--- config.mk ---
export PLATFORM = sky130hd
export DESIGN_NAME = spi_master_param
export DESIGN_NICKNAME = d
export VERILOG_FILES = /design/src/rtl/spi_master_pkg.sv /design/src/rtl/spi_master_param_ctrl.sv /design/src/rtl/spi_master_param.sv
export SDC_FILE = /design/constraint.sdc
export NUM_CORES = 1
export LEC_CHECK = 0
export ABC_AREA = 1
export CAP_MARGIN = 40
export CORE_UTILIZATION = 40
export CTS_BUF_LIST = sky130_fd_sc_hd__clkbuf_4
export DETAILED_ROUTE_END_ITERATION = 8
export GPL_TIMING_DRIVEN = 0
export HOLD_SLACK_MARGIN = 0.12
export PLACE_DENSITY = 0.62
export SYNTH_ARGS = -nofsm -noshare
export SYNTH_HDL_FRONTEND = slang
export SYNTH_HIERARCHICAL = 1
export SYNTH_SLANG_ARGS = --single-unit
--- constraint.sdc ---
create_clock -name clk -period 6.6 [get_ports clk]
set_clock_uncertainty 0.1 [all_clocks]
set_input_delay 1.65 -clock clk [delete_from_list [all_inputs] [get_ports clk]]
set_output_delay 1.65 -clock clk [all_outputs]
set_load 0.02 [all_outputs]
--- src/rtl/spi_master_pkg.sv ---
// Shared types for the parametrised SPI master.
// Controller states, mode bit positions and a state helper.
package spi_master_pkg;

  typedef enum logic [2:0] {
    IDLE     = 3'd0,
    CS_SETUP = 3'd1,
    LEAD     = 3'd2,
    TRAIL    = 3'd3,
    CS_HOLD  = 3'd4,
    DONE     = 3'd5
  } state_t;

  localparam int MODE_CPOL = 1;
  localparam int MODE_CPHA = 0;

  // True while the selected peripheral's chip select is driven low
  function automatic logic cs_active(state_t s);
    return (s == CS_SETUP) || (s == LEAD) ||
           (s == TRAIL) || (s == CS_HOLD);
  endfunction

endpackage

--- src/rtl/spi_master_param_ctrl.sv ---
// Transfer sequencer: FSM, half-period counter, bit counter.
// Emits load/sample/shift strobes that act on the next clk edge.
module spi_master_param_ctrl
  import spi_master_pkg::*;
#(
  parameter int PSW   = 6,
  parameter int DIV_W = 8
) (
  input  logic             clk,
  input  logic             reset,
  input  logic             start_i,
  input  logic             cpha_i,
  input  logic             send_rdy_i,
  input  logic [PSW-1:0]   ps_i,
  input  logic [DIV_W-1:0] div_i,
  output state_t           state_o,
  output logic             load_o,
  output logic             sample_o,
  output logic             shift_o
);

  state_t             state_q, state_d;
  logic [DIV_W-1:0]   cnt_q, cnt_d;
  logic [PSW-1:0]     bit_q, bit_d;
  logic               tick;
  logic               last;
  logic               ent_lead;
  logic               ent_trail;

  assign tick = (cnt_q == div_i);
  assign last = (bit_q == ps_i - 1'b1);

  // Next-state, half-period and bit-count logic
  always_comb begin
    state_d   = state_q;
    cnt_d     = cnt_q;
    bit_d     = bit_q;
    ent_lead  = 1'b0;
    ent_trail = 1'b0;
    unique case (state_q)
      IDLE: begin
        if (start_i) begin
          state_d = CS_SETUP;
          cnt_d   = '0;
          bit_d   = '0;
        end
      end
      CS_SETUP: begin
        if (tick) begin
          state_d  = LEAD;
          ent_lead = 1'b1;
        end
      end
      LEAD: begin
        if (tick) begin
          state_d   = TRAIL;
          ent_trail = 1'b1;
        end
      end
      TRAIL: begin
        if (tick) begin
          if (last) begin
            state_d = CS_HOLD;
          end else begin
            state_d  = LEAD;
            ent_lead = 1'b1;
            bit_d    = bit_q + 1'b1;
          end
        end
      end
      CS_HOLD: begin
        if (tick) state_d = DONE;
      end
      DONE: begin
        if (send_rdy_i) state_d = IDLE;
      end
      default: state_d = IDLE;
    endcase
    if (cs_active(state_q)) begin
      cnt_d = tick ? '0 : cnt_q + 1'b1;
    end
  end

  // Sequencer state registers
  always_ff @(posedge clk or posedge reset) begin
    if (reset) begin
      state_q <= IDLE;
      cnt_q   <= '0;
      bit_q   <= '0;
    end else begin
      state_q <= state_d;
      cnt_q   <= cnt_d;
      bit_q   <= bit_d;
    end
  end

  // CPHA=1 skips the shift on the first leading edge, since the
  // first bit is already on mosi from CS_SETUP.
  assign state_o  = state_q;
  assign load_o   = start_i && (state_q == IDLE);
  assign sample_o = cpha_i ? ent_trail : ent_lead;
  assign shift_o  = cpha_i ? (ent_lead && state_q == TRAIL)
                           : ent_trail;

endmodule

--- src/rtl/spi_master_param.sv ---
// Parametrised SPI master: config regs, shift regs, cs decode.
// Optional SPI_MASTER_MODE_EN adds a runtime {CPOL,CPHA} mode port.
module spi_master_param
  import spi_master_pkg::*;
#(
  parameter  int NBITS = 32,
  parameter  int NCS   = 4,
  parameter  int DIV_W = 8,
  localparam int PSW   = $clog2(NBITS) + 1,
  localparam int AW    = (NCS > 1) ? $clog2(NCS) : 1
) (
  input  logic             clk,
  input  logic             reset,
  input  logic             recv_val,
  output logic             recv_rdy,
  input  logic [NBITS-1:0] recv_msg,
  output logic             send_val,
  input  logic             send_rdy,
  output logic [NBITS-1:0] send_msg,
  input  logic             packet_size_val,
  output logic             packet_size_rdy,
  input  logic [PSW-1:0]   packet_size_msg,
  input  logic             cs_addr_val,
  output logic             cs_addr_rdy,
  input  logic [AW-1:0]    cs_addr_msg,
  input  logic             freq_val,
  output logic             freq_rdy,
  input  logic [DIV_W-1:0] freq_msg,
`ifdef SPI_MASTER_MODE_EN
  input  logic             mode_val,
  output logic             mode_rdy,
  input  logic [1:0]       mode_msg,
`endif
  output logic [NCS-1:0]   cs,
  output logic             sclk,
  output logic             mosi,
  input  logic             miso
);

  state_t           state;
  logic             cfg_rdy;
  logic             recv_fire;
  logic             load;
  logic             sample;
  logic             shift;
  logic [PSW-1:0]   ps_q;
  logic [AW-1:0]    addr_q;
  logic [DIV_W-1:0] freq_q;
  logic [PSW-1:0]   ps_raw;
  logic [PSW-1:0]   ps_cur;
  logic [NBITS-1:0] tx_q, tx_d;
  logic [NBITS-1:0] rx_q, rx_d;
  logic [1:0]       mode;

  assign cfg_rdy         = (state == IDLE) && !reset;
  assign recv_rdy        = cfg_rdy;
  assign packet_size_rdy = cfg_rdy;
  assign cs_addr_rdy     = cfg_rdy;
  assign freq_rdy        = cfg_rdy;
  assign recv_fire       = recv_val && cfg_rdy;

  // A size written alongside the word applies to that word
  assign ps_raw = (packet_size_val && cfg_rdy) ? packet_size_msg
                                               : ps_q;
  assign ps_cur = (ps_raw == '0 || ps_raw > PSW'(NBITS))
                ? PSW'(NBITS) : ps_raw;

  // Configuration registers, writable only while idle
  always_ff @(posedge clk or posedge reset) begin
    if (reset) begin
      ps_q   <= PSW'(NBITS);
      addr_q <= '0;
      freq_q <= '0;
    end else begin
      if (packet_size_val && cfg_rdy) ps_q   <= packet_size_msg;
      if (cs_addr_val && cfg_rdy)     addr_q <= cs_addr_msg;
      if (freq_val && cfg_rdy)        freq_q <= freq_msg;
    end
  end

`ifdef SPI_MASTER_MODE_EN
  logic [1:0] mode_q;

  assign mode_rdy = cfg_rdy;
  assign mode     = mode_q;

  // Mode register, writable only while idle
  always_ff @(posedge clk or posedge reset) begin
    if (reset) begin
      mode_q <= 2'b00;
    end else if (mode_val && cfg_rdy) begin
      mode_q <= mode_msg;
    end
  end
`else
  assign mode = 2'b00;
`endif

  spi_master_param_ctrl #(
    .PSW   (PSW),
    .DIV_W (DIV_W)
  ) u_ctrl (
    .clk        (clk),
    .reset      (reset),
    .start_i    (recv_fire),
    .cpha_i     (mode[MODE_CPHA]),
    .send_rdy_i (send_rdy),
    .ps_i       (ps_cur),
    .div_i      (freq_q),
    .state_o    (state),
    .load_o     (load),
    .sample_o   (sample),
    .shift_o    (shift)
  );

  // Shift registers: tx left-justified on load, rx fills from LSB
  always_comb begin
    tx_d = tx_q;
    rx_d = rx_q;
    if (load) begin
      tx_d = recv_msg << (PSW'(NBITS) - ps_cur);
      rx_d = '0;
    end else begin
      if (shift)  tx_d = {tx_q[NBITS-2:0], 1'b0};
      if (sample) rx_d = {rx_q[NBITS-2:0], miso};
    end
  end

  // Shift register state
  always_ff @(posedge clk or posedge reset) begin
    if (reset) begin
      tx_q <= '0;
      rx_q <= '0;
    end else begin
      tx_q <= tx_d;
      rx_q <= rx_d;
    end
  end

  // Active-low chip select; out-of-range index selects nothing
  always_comb begin
    cs = '1;
    for (int i = 0; i < NCS; i++) begin
      if (cs_active(state) && int'(addr_q) == i) cs[i] = 1'b0;
    end
  end

  assign sclk     = mode[MODE_CPOL] ^ (state == LEAD);
  assign mosi     = tx_q[NBITS-1];
  assign send_val = (state == DONE);
  assign send_msg = rx_q;

endmodule

==> results.md, run 1 <==
- The flow ran to the end, and the final reports show no timing, DRC or antenna violations.
- The post-cts repair resize count is 0.
- The synthesized netlist contains 45 unique library cells.
- The layout overhead on the synthesized area is 21.14%.
- The clock passes through at most 2 buffers.
- The routed layout has 6,667 vias.
- The total clock sinks is 97.
- Along the worst path, the maximum fanout reaches 17.
- The setup path with the least slack is of type in2reg.
- The first global-routing pass estimated 31,620 um of wire.
- The type of the tightest min-delay check is reg2reg.
- In this run the remaining antenna-violating nets after routing total 0.
- In this run, post-CTS hold repair placed 0 buffers.
- The tightest hold path in the finished design has a slack of 0.4214 ns.
- The total power is 4.872 mW.
- Using the TritonRoute via totals, the vias-per-cell ratio works out to 5.074.
- Leaving out filler cells and counting taps, the final layout contains 1,314.
- The flip-flop and latch area is 2429 um^2.
- The post-route core utilization is 49.97%.
- The final count of hold timing violations came to 0.
- In this run the horizontal extent of the chip is 133.2 um.
- In the final routed layout, each cell accounts on average for 14.50 um.
- The number of max-slew violations in the final report is 0.
- Setup repair after global routing left no endpoint under its margin.
- The per-instance average area after synthesis is 7.059 um^2.
- The maximum operating frequency is 0.1822 GHz.
- Counting the fill cells in the layout gives 1,689.
- The clock latency on the worst-skew pair is 0.48 ns.
- Synthesis produced 976 cells.
- The cell area that synthesis handed to floorplanning was 6889 um^2.
- The initial antenna violation count came to 1.
- The tool flagged a number of max-cap violations equal to 0.
- At the pin with the least slew margin, the transition time is 0.6627 ns.
- 99 I/O pins were placed.
- Synthesis inferred 97 register bits.
- The kind of cell adding the most delay to the critical path is buffers and inverters.
- The number of global-route vias before repair is 6,392.
- The initial utilization of the core area, before any placement, comes to 41.25%.
- The root buffer cell chosen for the clock tree is clkbuf_4.
- At the end of the flow, the number of nets in the layout was 1,148.
- Summed over all layers, the routed wires come to 19,050 um.
- The core region area is 16,700 um^2.
- After detailed placement, the design holds a cell count of 1,297.
- The DRC violation total after the first TritonRoute iteration is 520.
- The quantity of I/O buffers inserted on ports is 98.
- The kind of launch point of the worst setup path is a primary input.
- Entering global routing, the biggest net connects 67 pins.
- The dominant register cell in the synthesized netlist is dfrtp_1.
- Setup violations remaining at the end of the flow were counted as 0.
- Of all flip-flops after synthesis, the portion carrying an async set or reset was 100.0%.
- The cell row count is 47.
- The maximum ir drop on the vdd rail is 0.0002436 V.
- The buffers plus inverters on the worst setup path is 7.
- Data arrives at the worst endpoint at 5.80 ns.
- The overall overflow remaining after global route is 0.
- The area share of the largest cell type after synthesis is 34.87%.
- The number of clock buffers added by TritonCTS is 9.
- The total setup buffers inserted after CTS is 0.
- Yosys mapped a number of flops with a built-in enable equal to 0.
- The worst path in the final design needs a cycle of 5.489 ns, including I/O delays and setup.
- For this design, the slowest cell found on the critical path is clkdlybuf4s50_1.
- The clock tree from TritonCTS is yes.
- The overall die area is 17,750 um^2.
- The die height is 133.2 um.
- The DRC violation count after routing is 0.
- The total global-route track usage is 22.39%.
- Before antenna repair, the detailed router went through 5 iterations.
- At the end of routability-driven placement, the weighted congestion stood at 0.9278.
- Of the cells placed in the final design, the portion with a size suffix greater than 1 is 11.25%.
- After clock tree synthesis, the clock-pin slew on the worst setup and hold paths is 0.16 ns.
- The final critical-path share of the clock period is 83.17%.
- The signal on the critical path passes through clkdlybuf4s50_1, inv_4, nand3_4, nor2_4, nand2_1, nand2_2, nand3_2, o21bai_4, nand2_1, nor2_1, inv_1, ha_1, clkbuf_1, inv_1, clkbuf_1, mux2i_1, nand2_1, nand3_1, nand3_1, nand3_1, nand2_1, inv_1.
- The half-perimeter wire length after detailed placement is 14,840 um.
- Ranked by total cell area, the synthesized netlist is headed by dfrtp_1, nand2_1, nand3_1, inv_1, nor2_1.
- The total power per unit cell area is 583.8 nW/um^2.
- The reported leakage power is 3.850 nW.
- The synthesized design spends more area on one cell type than any other, namely dfrtp_1.
- The worst slew margin relative to its limit is 55.77%.
- At the worst endpoint, the required time is 6.91 ns.
- The largest single stage delay on the critical path is 0.46 ns.
- The H-tree was split into 3 levels.
- The multi-input logic area is 3671 um^2.
- By instance count, the cell type seen most on the critical path is nand2_1.
- Of the synthesized area, sequential elements account for 35.25%.
- The critical path endpoint category is a flip-flop.
- The number of warning messages in the yosys log is 6.
cells in the mapped netlist (all sizes together), types with 5 or more instances:
library cell / n
nand3: 151
nor2: 89
xor2: 8
buf: 28
o22ai: 34
mux2: 8
o21ai: 73
dfrtp: 96
mux2i: 5
or2: 11
a21oi: 25
inv: 134
xnor2: 11
nand2: 232
clkbuf: 25
o211ai: 25
worst paths after layout:
check | slack (ns) | cells after the start | endpoint | startpoint
setup / recovery | 1.11 | 22 | tx_q[26] | reset
hold / removal | 0.42 | 2 | tx_q[2] | tx_q[2]
setup reg to reg | 2.26 | 21 | tx_q[26] | u_ctrl/state_o[1]
hold reg to reg | 0.42 | 2 | tx_q[2] | tx_q[2]
max in group asynchronous | 4.39 | 3 | tx_q[20] | reset
min in group asynchronous | 1.38 | 2 | ps_q[4] | reset
where the power goes:
| group | internal (mW) | switching, mW |
|---|---|---|
| combinational | 1.26 | 2.22 |
| sequential | 0.867 | 0.177 |
| clock | 0.126 | 0.224 |
area by class of cell:
cell class | count | area share, %
Multi-Input combinational cell | 694 | 43.99
Sequential cell | 97 | 29.10
Timing Repair Buffer | 99 | 12.08
Inverter | 134 | 6.057
Buffer | 53 | 3.523
Tap cell | 220 | 3.298
Clock inverter | 7 | 1.109
Clock buffer | 9 | 0.8096
Antenna cell | 1 | 0.02999
stage by stage:
| stage | instance area (um^2) | setup TNS (ns) | worst slack (ns) |
|---|---|---|---|
| after global routing | 8346 | 0 | 0.8168 |
| after floorplan | 6897 | 0 | 0.05963 |
| after detailed placement | 8183 | 0 | 0.6261 |
| after CTS | 8343 | 0 | 1.154 |
| after global placement | 8153 | -137.60 | -2.036 |
| final | 8346 | 0 | 1.111 |
registers in the layout, indices dropped and copies added (netlist names):
register,count
send_msg,32
ps_q,6
addr_q,2
freq_q,8
u_ctrl/state_o,3
u_ctrl/bit_q,6
u_ctrl/cnt_q,8
tx_q,32
worst reg2reg max path, stage by stage (launching register included):
cell and delay, ns:
dfrtp_1 0.55, nor2_4 0.22, nand3_4 0.16, nor2_4 0.21, nand2_1 0.11, nand2_2 0.11, nand3_2 0.11, o21bai_4 0.23
nand2_1 0.08, nor2_1 0.18, inv_1 0.07, ha_1 0.28, clkbuf_1 0.21, inv_1 0.18, clkbuf_1 0.45, mux2i_1 0.42
nand2_1 0.13, nand3_1 0.14, nand3_1 0.12, nand3_1 0.10, nand2_1 0.06, inv_1 0.04
logic make-up after synthesis:
kind of cell	after synthesis	share of synthesized area [%]
AOI/OAI and AO/OA	161	13.98
muxes	13	2.034
and+or+nand+nor	494	33.74
DFF	97	35.25
other	1	0.05443
adders and majority gates	4	0.7265
buffers and inverters	187	11.57
xor gates and xnor gates	19	2.634
routing by layer:
metal	vias to the layer above	routed length, um	part of all wire, %	GRT usage (%)
met5	-	0	0	0
met4	0	306	1.6	5.871
met3	28	781	4.1	3.691
met2	173	9035	47	37.35
met1	3059	8931	47	30.10
li1	3407	-	-	-
cells in the final DEF, fill, tap and decap left out, types with 3 or more instances in the layout:
| cell type | count |
|---|---|
| inv_6 | 3 |
| o21ai_2 | 4 |
| nor2_4 | 9 |
| o21ai_0 | 43 |
| nand2_4 | 6 |
| xnor2_1 | 10 |
| buf_1 | 3 |
| clkdlybuf4s50_1 | 98 |
| buf_4 | 8 |
| nand3b_1 | 3 |
| nor2_2 | 4 |
| o21ai_1 | 25 |
| nand2_1 | 219 |
| o211ai_1 | 25 |
| conb_1 | 3 |
| nand3_1 | 144 |
| buf_6 | 7 |
| clkbuf_1 | 25 |
| nand3_4 | 3 |
| inv_1 | 116 |
| nand3_2 | 4 |
| dfrtp_1 | 96 |
| or2_2 | 10 |
| mux2_2 | 8 |
| nand4_1 | 3 |
| a21oi_1 | 24 |
| xor2_1 | 7 |
| o22ai_1 | 34 |
| nor2_1 | 76 |
| buf_2 | 10 |
| nor3_1 | 3 |
| ha_1 | 4 |
| nand2_2 | 7 |
| mux2i_1 | 5 |
| inv_2 | 17 |
| clkbuf_4 | 9 |
Power figures use the tool's default switching activity.
==> run 2, diff against run 1 <==
Settings changed: PLACE_DENSITY 0.62 to 0.64.
Clock period 6.6 ns to 5 ns, I/O delays scaled along.
==> results.md, run 2 (synthesized netlist as in run 1, its figures left out) <==
- The level count of the clock H-tree is 3 (unchanged).
- The total global-route track usage is 22.16% (-0.23 points).
- The logic gate share of total power came to 72.9% (+1.5 points).
- Leaving out fill and tap cells, the most frequent cell in the layout is nand2_1.
- The startpoint of the lowest-slack register-to-register path is u_ctrl/state_o[1].
- The slew at the pin closest to its max-slew limit is 0.6921 ns (+0.02938 ns).
- The total power per unit cell area is 768.3 nW/um^2 (+32%).
- TritonCTS built the clock tree.
- The number of global-route vias before repair came to 6,389 (-0.047%).
- The worst path required time is 5.29 ns (-1.62 ns).
- The multi-input logic area is 3731 um^2 (+1.6%).
- The count of max-cap constraint violations was 0 (unchanged).
- The kind of cell adding the most delay to the critical path is simple AND/OR/NAND/NOR gates.
- The kind of critical path is in2reg.
- The critical hold path startpoint is tx_q[2].
- In this design, the critical path's most frequently occurring cell is nand2_1.
- The die outline width came to 133.2 um (unchanged).
- The number of iterations in the first detailed-routing pass came to 5 (unchanged).
- The worst slew margin relative to its limit is 53.81% (-2.0 points).
- The DRC violation count after routing was 0 (unchanged).
- The number of filler instances in the final layout was 1,703 (+0.83%).
- The clock latency on the worst-skew pair is 0.48 ns (about the same).
- The maximum ir drop on the vdd rail is 0.0003452 V (+42%).
- The initial core utilization is 41.25% (unchanged).
- For this run, the top clock speed supported by timing is 0.2171 GHz.
- The wire length of the first global-routing pass came to 31,500 um (-0.37%).
- The number of max-slew violations in the final report came to 0 (unchanged).
- The arrival time of data at the critical path endpoint is 4.89 ns (-0.91 ns).
- The type of the tightest min-delay check is reg2reg.
- The total I/O pin count is 99 (unchanged).
- The core region area is 16,700 um^2 (unchanged).
- The quantity of I/O buffers inserted on ports is 98 (unchanged).
- From synthesis to final layout, the design area changed by 24.01%.
- The root buffer selected by CTS is clkbuf_4.
- The total clock sinks is 97 (unchanged).
- The worst setup path is captured at a flip-flop.
- The final weighted congestion of routability-driven global placement was 0.9388 (+1.2%).
- The number of antenna-violating nets in the routed design is 0 (unchanged).
- The wire length reported by the detailed router is 19,160 um (+0.53%).
- The setup violation total in the final timing report is 0 (unchanged).
- The final-stage net count is 1,153 (+0.44%).
- The reported leakage power was 3.931 nW (+2.1%).
- The hold slack is 0.4212 ns (-0.0002030 ns).
- The flip-flop and latch area is 2429 um^2 (unchanged).
- The half-perimeter wire length after detailed placement came to 14,870 um (+0.19%).
- The largest net degree at the start of global routing came to 38 (-43%).
- The initial antenna violation count is 1 (unchanged).
- The count of hold-fix buffers inserted at cts came to 0 (unchanged).
- The overall die area was 17,750 um^2 (unchanged).
- The internal power component was 3.088 mW (+37%).
- The share of total power in sequential cells is 20.9% (-0.5 points).
- The register-to-register setup slack is 1.10 ns (-1.16 ns).
- The longest individual stage delay on the worst path is 0.45 ns (about the same).
- The buffers plus inverters on the worst setup path came to 7 (unchanged).
- The worst-case reg-to-reg path depth is 24 (+14%).
- The switching power was 3.476 mW (+33%).
- In this run the critical register-to-register path is captured at send_msg[3].
- Setup repair after global routing left no endpoint under its margin.
- The vias after detailed routing is 6,839 (+2.6%).
- The overall overflow remaining after global route was 0 (unchanged).
- The detailed-route vias per instance is 5.185 (+2.2%).
- The kind of launch point of the worst setup path is a primary input.
- The maximum number of buffers from clock root to sink is 2 (unchanged).
- The post-route core utilization is 51.15% (+1.2 points).
- The clock-pin slew on the worst setup and hold paths is 0.16 ns (about the same).
- The routed length per instance is 14.52 um (+0.15%).
- The share of layout cells above drive strength 1 is 13.75% (+2.5 points).
- The switching part of the total was 52.96% (-0.82 points).
- The maximum fanout encountered on the critical timing path is 10 (-7).
- The DRC violation total after the first TritonRoute iteration came to 423 (-19%).
- The final count of hold timing violations is 0 (unchanged).
- In the layout the commonest cells are nand2_1, nand3_1, inv_1.
- The clock period minus worst slack is 4.606 ns.
- The cell type of the slowest stage on the worst timing path is clkdlybuf4s50_1.
- The CTS buffer count is 9 (unchanged).
- The critical path depth is 26 (+18%).
- The clock share of power is 6.2% (-1.0 points).
- The path with the worst hold slack has its endpoint at tx_q[2].
- The worst hold path stage count is 2 (unchanged).
- The final critical-path share of the clock period is 92.11%.
- The cell row count came to 47 (unchanged).
- The flow ran to the end, and the final reports show no timing, DRC or antenna violations.
- The die height is 133.2 um (unchanged).
==> run 2: timing repair <==
item	CTS	global route
setup endpoints to repair	30	30
resized for setup	2	3
pin swaps	0	3
gates cloned	0	1
buffers inserted	1	2
==> run 2: layer usage <==
layer | wire [um] | global-route usage (%) | up-vias | share of wire, %
met1 | 8701 | 29.33 | 3167 | 45
met2 | 8955 | 36.27 | 223 | 47
met5 | 0 | 0 | - | 0
met3 | 966 | 3.729 | 35 | 5.0
met4 | 532 | 8.396 | 0 | 2.8
li1 | - | - | 3414 | -
==> run 2: area by class of cell <==
type | count | area share (%)
multi-input combinational | 694 | 43.67
sequential | 97 | 28.43
timing repair buffer | 104 | 12.51
inverter | 134 | 5.990
buffer | 53 | 4.657
tap | 220 | 3.222
clock buffer | 9 | 0.7909
clock inverter | 7 | 0.7030
antenna | 1 | 0.02929
==> run 2: power groups by stage <==
| stage | logic, mW | clock network, mW | registers, mW |
|---|---|---|---|
| 5_1_grt | 5.27 | 0.453 | 1.42 |
| 2_1_floorplan | 3.31 | 0 | 1.51 |
| 3_5_place_dp | 4.72 | 0 | 1.39 |
| 3_3_place_gp | 4.69 | 0 | 1.38 |
| 4_1_cts | 4.74 | 0.418 | 1.37 |
| 6_report | 4.79 | 0.406 | 1.37 |
==> run 2: per-stage QoR <==
stage                     instance area [um^2]  std cells  setup slack (ns)  setup TNS [ns]  power [mW]
after floorplan                           7063        978           -0.5083          -17.96       4.827
after global placement                    8319       1296            -2.168         -137.60       6.078
after detailed placement                  8359       1298           -0.5813          -20.33       6.112
after CTS                                 8497       1315            0.1495               0       6.530
after global routing                      8543       1319           0.02901               0       7.141
final                                     8543       1319            0.3943               0       6.564
==> run 2: worst max path at each step <==
stage	from	end	slack, ns
CTS	reset	send_msg[13]	0.15
global placement	reset	send_msg[25]	-2.17
floorplan	reset	send_msg[10]	-0.51
finish	reset	send_msg[3]	0.39
global route	reset	send_msg[26]	0.03
detailed placement	reset	send_msg[25]	-0.58
==> run 2: worst reg2reg max path, stage by stage (launching register included) <==
cell      delay (ns)
dfrtp_1         0.55
nor2_4          0.21
nand3_4         0.13
nor2_4          0.22
nand2_1         0.12
nand2_2         0.11
nand3_2         0.11
o21bai_4        0.22
nand2_1         0.10
nor2_2          0.15
inv_2           0.07
ha_4            0.27
inv_2           0.02
nand2_1         0.05
nand2_1         0.04
nor2_1          0.09
nand2_1         0.07
nor2_2          0.12
nand3_2         0.12
o211ai_1        0.19
nand2_1         0.11
or2_4           0.23
clkbuf_8        0.15
clkbuf_8        0.16
o22ai_1         0.11
